$ cat config.mk
export PLATFORM = sky130hd
export DESIGN_NAME = if_fetch_unit_flat
export DESIGN_NICKNAME = d
export VERILOG_FILES = /design/src/rtl/if_fetch_unit_if.sv /design/src/rtl/if_fetch_unit.sv /design/src/flat_wrapper.sv
export SDC_FILE = /design/constraint.sdc
export NUM_CORES = 1
export LEC_CHECK = 0
export BUFFER_PORTS_ARGS = -buffer_cell sky130_fd_sc_hd__buf_2
export CORE_ASPECT_RATIO = 1.1
export CORE_MARGIN = 2
export CORE_UTILIZATION = 50
export CTS_CLUSTER_SIZE = 12
export DETAILED_ROUTE_END_ITERATION = 10
export GPL_TIMING_DRIVEN = 0
export PLACE_DENSITY_LB_ADDON = 0.12
export REMOVE_ABC_BUFFERS = 1
export SLEW_MARGIN = 20
export SYNTH_ARGS = -nofsm -noshare
export SYNTH_HDL_FRONTEND = slang
export SYNTH_SLANG_ARGS = --single-unit
$ cat constraint.sdc
create_clock -name clk -period 2.45 [get_ports clk]
set_clock_uncertainty 0.15 [all_clocks]
set_input_delay 0.1225 -clock clk [delete_from_list [all_inputs] [get_ports clk]]
set_output_delay 0.1225 -clock clk [all_outputs]
set_load 0.02 [all_outputs]
$ cat src/rtl/if_fetch_unit_if.sv
// Fetch-stage bus bundle: instruction-memory request/response plus the decode-side handshake.
// The master side is the fetch unit; the slave side is memory plus decode.
interface if_fetch_unit_if #(
    parameter int unsigned ADDR_W = 32
);
    logic              imem_req_valid;
    logic              imem_req_ready;
    logic [ADDR_W-1:0] imem_addr;
    logic              imem_rsp_valid;
    logic [31:0]       imem_rsp_data;
    logic              out_valid;
    logic              out_ready;
    logic [ADDR_W-1:0] out_pc;
    logic [31:0]       out_instr;

    modport master (
        output imem_req_valid, imem_addr, out_valid, out_pc, out_instr,
        input  imem_req_ready, imem_rsp_valid, imem_rsp_data, out_ready
    );

    modport slave (
        input  imem_req_valid, imem_addr, out_valid, out_pc, out_instr,
        output imem_req_ready, imem_rsp_valid, imem_rsp_data, out_ready
    );
endinterface

$ cat src/rtl/if_fetch_unit.sv
// MIPS instruction-fetch stage: owns the PC, issues one imem request at a time, and drops stale responses.
// Define EXC_VECTOR_EN to add exc_req, a highest-priority redirect to 32'h8000_0180.
module if_fetch_unit #(
    parameter int unsigned          ADDR_W   = 32,
    parameter logic [ADDR_W-1:0]    RESET_PC = ADDR_W'(32'hBFC0_0000)
) (
    input  logic              clk,
    input  logic              rst_n,
    input  logic [1:0]        pc_src,
    input  logic [ADDR_W-1:0] branch_target,
    input  logic [ADDR_W-1:0] jump_target,
`ifdef EXC_VECTOR_EN
    input  logic              exc_req,
`endif
    if_fetch_unit_if.master   fbus
);
    typedef enum logic [1:0] {IDLE, REQ, WAIT, HOLD} state_e;

`ifdef EXC_VECTOR_EN
    localparam logic [ADDR_W-1:0] EXC_VEC = ADDR_W'(32'h8000_0180);
`endif

    state_e            state_q;
    logic [ADDR_W-1:0] pc_q, addr_q, out_pc_q;
    logic [31:0]       out_instr_q;
    logic              kill_q, req_vld_q, out_vld_q;

    logic              redir;
    logic [ADDR_W-1:0] tgt, pc_d, pc_inc;

    always_comb begin
        redir = 1'b0;
        tgt   = branch_target;
        case (pc_src)
            2'b01:   begin redir = 1'b1; tgt = branch_target; end
            2'b10:   begin redir = 1'b1; tgt = jump_target;   end
            default: ;
        endcase
`ifdef EXC_VECTOR_EN
        if (exc_req) begin
            redir = 1'b1;
            tgt   = EXC_VEC;
        end
`endif
    end

    assign pc_d   = redir ? tgt : pc_q;
    assign pc_inc = pc_q + ADDR_W'(4);

    always_ff @(posedge clk or negedge rst_n) begin
        if (!rst_n) begin
            state_q     <= IDLE;
            pc_q        <= RESET_PC;
            addr_q      <= RESET_PC;
            kill_q      <= 1'b0;
            req_vld_q   <= 1'b0;
            out_vld_q   <= 1'b0;
            out_pc_q    <= RESET_PC;
            out_instr_q <= '0;
        end else begin
            case (state_q)
                IDLE: begin
                    pc_q      <= pc_d;
                    addr_q    <= pc_d;
                    req_vld_q <= 1'b1;
                    state_q   <= REQ;
                end
                REQ: begin
                    // addr_q is frozen while pending; a redirect here makes the
                    // in-flight fetch stale, so mark its response for discard.
                    pc_q <= pc_d;
                    if (redir) kill_q <= 1'b1;
                    if (fbus.imem_req_ready) begin
                        req_vld_q <= 1'b0;
                        state_q   <= WAIT;
                    end
                end
                WAIT: begin
                    pc_q <= pc_d;
                    if (fbus.imem_rsp_valid && !kill_q && !redir) begin
                        out_instr_q <= fbus.imem_rsp_data;
                        out_pc_q    <= pc_q;
                        out_vld_q   <= 1'b1;
                        state_q     <= HOLD;
                    end else if (fbus.imem_rsp_valid) begin
                        kill_q    <= 1'b0;
                        addr_q    <= pc_d;
                        req_vld_q <= 1'b1;
                        state_q   <= REQ;
                    end else if (redir) begin
                        kill_q <= 1'b1;
                    end
                end
                HOLD: begin
                    // A redirect wins over the sequential PC even if decode consumes this cycle.
                    if (redir || fbus.out_ready) begin
                        pc_q      <= redir ? tgt : pc_inc;
                        addr_q    <= redir ? tgt : pc_inc;
                        out_vld_q <= 1'b0;
                        req_vld_q <= 1'b1;
                        state_q   <= REQ;
                    end
                end
                default: state_q <= IDLE;
            endcase
        end
    end

    assign fbus.imem_req_valid = req_vld_q;
    assign fbus.imem_addr      = addr_q;
    assign fbus.out_valid      = out_vld_q;
    assign fbus.out_pc         = out_pc_q;
    assign fbus.out_instr      = out_instr_q;
endmodule

$ cat src/flat_wrapper.sv
// flat-port wrapper written by rule: the top's interface ports become plain ports
module if_fetch_unit_flat 
#(
    parameter int unsigned          ADDR_W   = 32,
    parameter logic [ADDR_W-1:0]    RESET_PC = ADDR_W'(32'hBFC0_0000)
)
  (clk, rst_n, pc_src, branch_target, jump_target, fbus_imem_req_valid, fbus_imem_addr, fbus_out_valid, fbus_out_pc, fbus_out_instr, fbus_imem_req_ready, fbus_imem_rsp_valid, fbus_imem_rsp_data, fbus_out_ready);
  if_fetch_unit_if #(.ADDR_W(ADDR_W)) fbus_i ();
  input  logic clk;
  input  logic rst_n;
  input  logic [1:0] pc_src;
  input  logic [ADDR_W-1:0] branch_target;
  input  logic [ADDR_W-1:0] jump_target;
  output wire logic [$bits(fbus_i.imem_req_valid)-1:0] fbus_imem_req_valid;
  output wire logic [$bits(fbus_i.imem_addr)-1:0] fbus_imem_addr;
  output wire logic [$bits(fbus_i.out_valid)-1:0] fbus_out_valid;
  output wire logic [$bits(fbus_i.out_pc)-1:0] fbus_out_pc;
  output wire logic [$bits(fbus_i.out_instr)-1:0] fbus_out_instr;
  input wire logic [$bits(fbus_i.imem_req_ready)-1:0] fbus_imem_req_ready;
  input wire logic [$bits(fbus_i.imem_rsp_valid)-1:0] fbus_imem_rsp_valid;
  input wire logic [$bits(fbus_i.imem_rsp_data)-1:0] fbus_imem_rsp_data;
  input wire logic [$bits(fbus_i.out_ready)-1:0] fbus_out_ready;
  assign fbus_imem_req_valid = fbus_i.imem_req_valid;
  assign fbus_imem_addr = fbus_i.imem_addr;
  assign fbus_out_valid = fbus_i.out_valid;
  assign fbus_out_pc = fbus_i.out_pc;
  assign fbus_out_instr = fbus_i.out_instr;
  assign fbus_i.imem_req_ready = fbus_imem_req_ready;
  assign fbus_i.imem_rsp_valid = fbus_imem_rsp_valid;
  assign fbus_i.imem_rsp_data = fbus_imem_rsp_data;
  assign fbus_i.out_ready = fbus_out_ready;
  if_fetch_unit #(.ADDR_W(ADDR_W), .RESET_PC(RESET_PC)) u_core (.clk(clk), .rst_n(rst_n), .pc_src(pc_src), .branch_target(branch_target), .jump_target(jump_target), .fbus(fbus_i));
endmodule
==> results.ini <==
[clock_network]
htreeDepth=4
insertion_delay_ps=420
cts_tree=done
root_buffer=clkbuf_16
cts-buffers-inserted=17
clock-sinks=133
clockBufferDepth=2
path_clk_slew_ps=60

[synth]
synthCells=600
ys.flop_type=dfrtp_1
ys_seq_area_share_pct=50.1
synth_area_sq_um=6710
avgSynthCellArea_sq_um=11.2
ys_ff_latch=133
synth.distinct_cells=56
async_flop_share_pct=100
synth_edf_count=0
ys_warn_count=0

[global_routing]
grt_pass1_wl_mm=28.7
grt_pass1_vias=5832
grt_remaining_overflow=0
grt_max_degree=79
track_usage_pct=25.6
grt_antenna_before_repair=0

[timing]
layout_setup_ws_ps=103
tns_ps=0
hold_viol=0
rsz0062_at_grt=false
tightest_slew_ps=660
period_share_pct=95.8
slew_headroom_pct=56.0
min_period_ps=2350
setup_violations=0
maxSlewViolCount=0
max_freq_mhz=426

[drt]
detail_route.wl_per_cell_microns=17.3
drt_iter0_markers=286
via_count=5690
dr.pass1.iters=4
ant_nets=0
via_per_inst=5.44
drc=0
routed_wl_mm=18.1

[job]
cap_violations=0

[hold_path]
hold_start=branch_target[9]
min_path_type=in2reg
worstHoldPathCells=4
whs_endpoint=u_core.pc_q[9]

[floorplan]
io_pins=201
die_w_microns=114
core_area_sq_um=13200
dieArea_sq_um=14400
rows=44
initial_utilization_pct=51.0
die_h_microns=126

[setup_path]
r2r_slack_ps=100
crit_fanout=12
cp-end-kind=flip-flop
r2r.worst_path.cells=5
r2r_end=u_core.pc_q[29]
startpoint=u_core.pc_q[13]
cp.required_ps=2630
r2r_start=u_core.pc_q[13]
criticalPathCategory=reg2reg
startpoint_type=flip-flop
cp.arrival_ps=2530

[placement]
gp_congestion=0.821
dp_hpwl_mm=11.5
dpl_cell_area_sq_um=7820
port_buffers=200
dp_slack_ps=-1870

[cells_and_area]
stdcell_area_sq_um=9310
nNetsFinal=980
mostFrequentLayoutCell=buf_2
seq_area_sq_um=3360
multiInputGateArea_sq_um=3200
drive_above_1_share_pct=43.1
most-common-layout-cells=199 x buf_2, 106 x dfrtp_1, 79 x mux2_2
fillers=987
area_growth_pct=38.7
antennaDiodeCount=0

[power_and_ir_drop]
power_density_nw_per_um2=1060
peakVddDrop_mv=0.605
total_leakage_power_nw=4.49

[outcome]
status=finished, final reports clean

## worst max-delay path, stage by stage, from the launching register on
cell and delay (ps):
dfrtp_1 460, nand4_1 360, nor3_4 560, nand4_2 210
or3_1 340, a31oi_1 180
## per-layer routing
metal  up-vias  share of wire [%]  track usage, %  routed length [microns]
met5         -                  0               0                        0
met4         0                1.5            9.04                      265
met3        19                5.8            5.09                     1050
met2       187                 50            44.3                     9010
met1      2770                 43            31.6                     7730
li1       2714                  -               -                        -
## report_power, final
group / internal, W / leakage (nW) / switching [W]
Combinational: 0.00153 / 2.56 / 0.00213
Sequential: 0.00304 / 1.63 / 0.000542
Clock: 0.00167 / 0.293 / 0.000932
## registers in the layout, indices dropped and copies added, names as in the netlist
register                    flops
u_core.fbus.imem_req_valid      1
u_core.fbus.out_valid           1
u_core.pc_q                    32
u_core.fbus.imem_addr          32
u_core.fbus.out_instr          32
u_core.fbus.out_pc             32
u_core.state_q                  2
u_core.kill_q                   1
## cell families (layout without fill, tap and decap cells)
| logic type | count (synthesis) | after routing | synth area share (%) |
|---|---|---|---|
| and+or+nand+nor | 186 | 187 | 15.5 |
| DFF | 133 | 133 | 50.1 |
| AOI/OAI and AO/OA | 104 | 104 | 10.0 |
| muxes | 87 | 87 | 14.4 |
| buffers and inverters | 46 | 329 | 3.86 |
| xor gates and xnor gates | 38 | 38 | 4.96 |
| adders and majority gates | 6 | 6 | 1.12 |
## metrics by stage
stage,util [%],total power [W],cells,hold WS [ps]
after floorplan,-,0.00564,564,-323
after CTS,70.5,0.00988,1043,3.36
after global placement,58.5,0.00676,925,206
after detailed placement,59.4,0.00692,929,-6.44
after global routing,70.7,0.0104,1045,53.5
final,70.7,0.00984,1045,8.89
## worst max-delay path by stage
stage / to / slack [ps] / depth (start not counted)
6_report: u_core.pc_q[29] / 100 / 5
5_1_grt: u_core.fbus.out_instr[22] / 1 / 8
4_1_cts: u_core.fbus.imem_addr[11] / 50 / 6
3_5_place_dp: u_core.fbus.imem_addr[19] / -1870 / 6
3_3_place_gp: u_core.fbus.out_instr[22] / -3920 / 6
2_1_floorplan: u_core.fbus.out_instr[0] / -1810 / 5
## what timing repair did
action / 4_1_cts / 5_1_grt
buffers inserted: 10 / 2
resized for setup: 12 / 6
gates cloned: 1 / 0
pin swaps: 5 / 4
endpoints found under the hold margin: 141 / 0
hold buffers: 71 / 0
endpoints found under the setup margin: 59 / 25
## Yosys cell counts (11+ instances only)
| cell | instances | area (sq um) |
|---|---|---|
| clkbuf_1 | 12 | 45.0 |
| dfstp_2 | 27 | 709 |
| nand4_1 | 16 | 100 |
| mux2_2 | 79 | 890 |
| nor2_1 | 25 | 93.8 |
| a21oi_1 | 30 | 150 |
| nor2b_1 | 27 | 169 |
| nand3_1 | 21 | 105 |
| nand2_1 | 55 | 206 |
| xnor2_1 | 11 | 96.3 |
| buf_1 | 11 | 41.3 |
| dfrtp_1 | 106 | 2650 |
| xor2_1 | 27 | 236 |
| o21ai_0 | 16 | 80.1 |
| a211oi_1 | 30 | 225 |
## final cells by class
class                   count  share of cell area, %
repair buffers            287                   20.4
well taps                 161                   2.16
flip-flops and latches    133                   36.1
clock inverters             9                   1.34
inverters                  10                  0.444
multi-input cells         422                   34.4
clock buffers              23                   5.13
No activity file was read; power rests on OpenSTA's default activity.
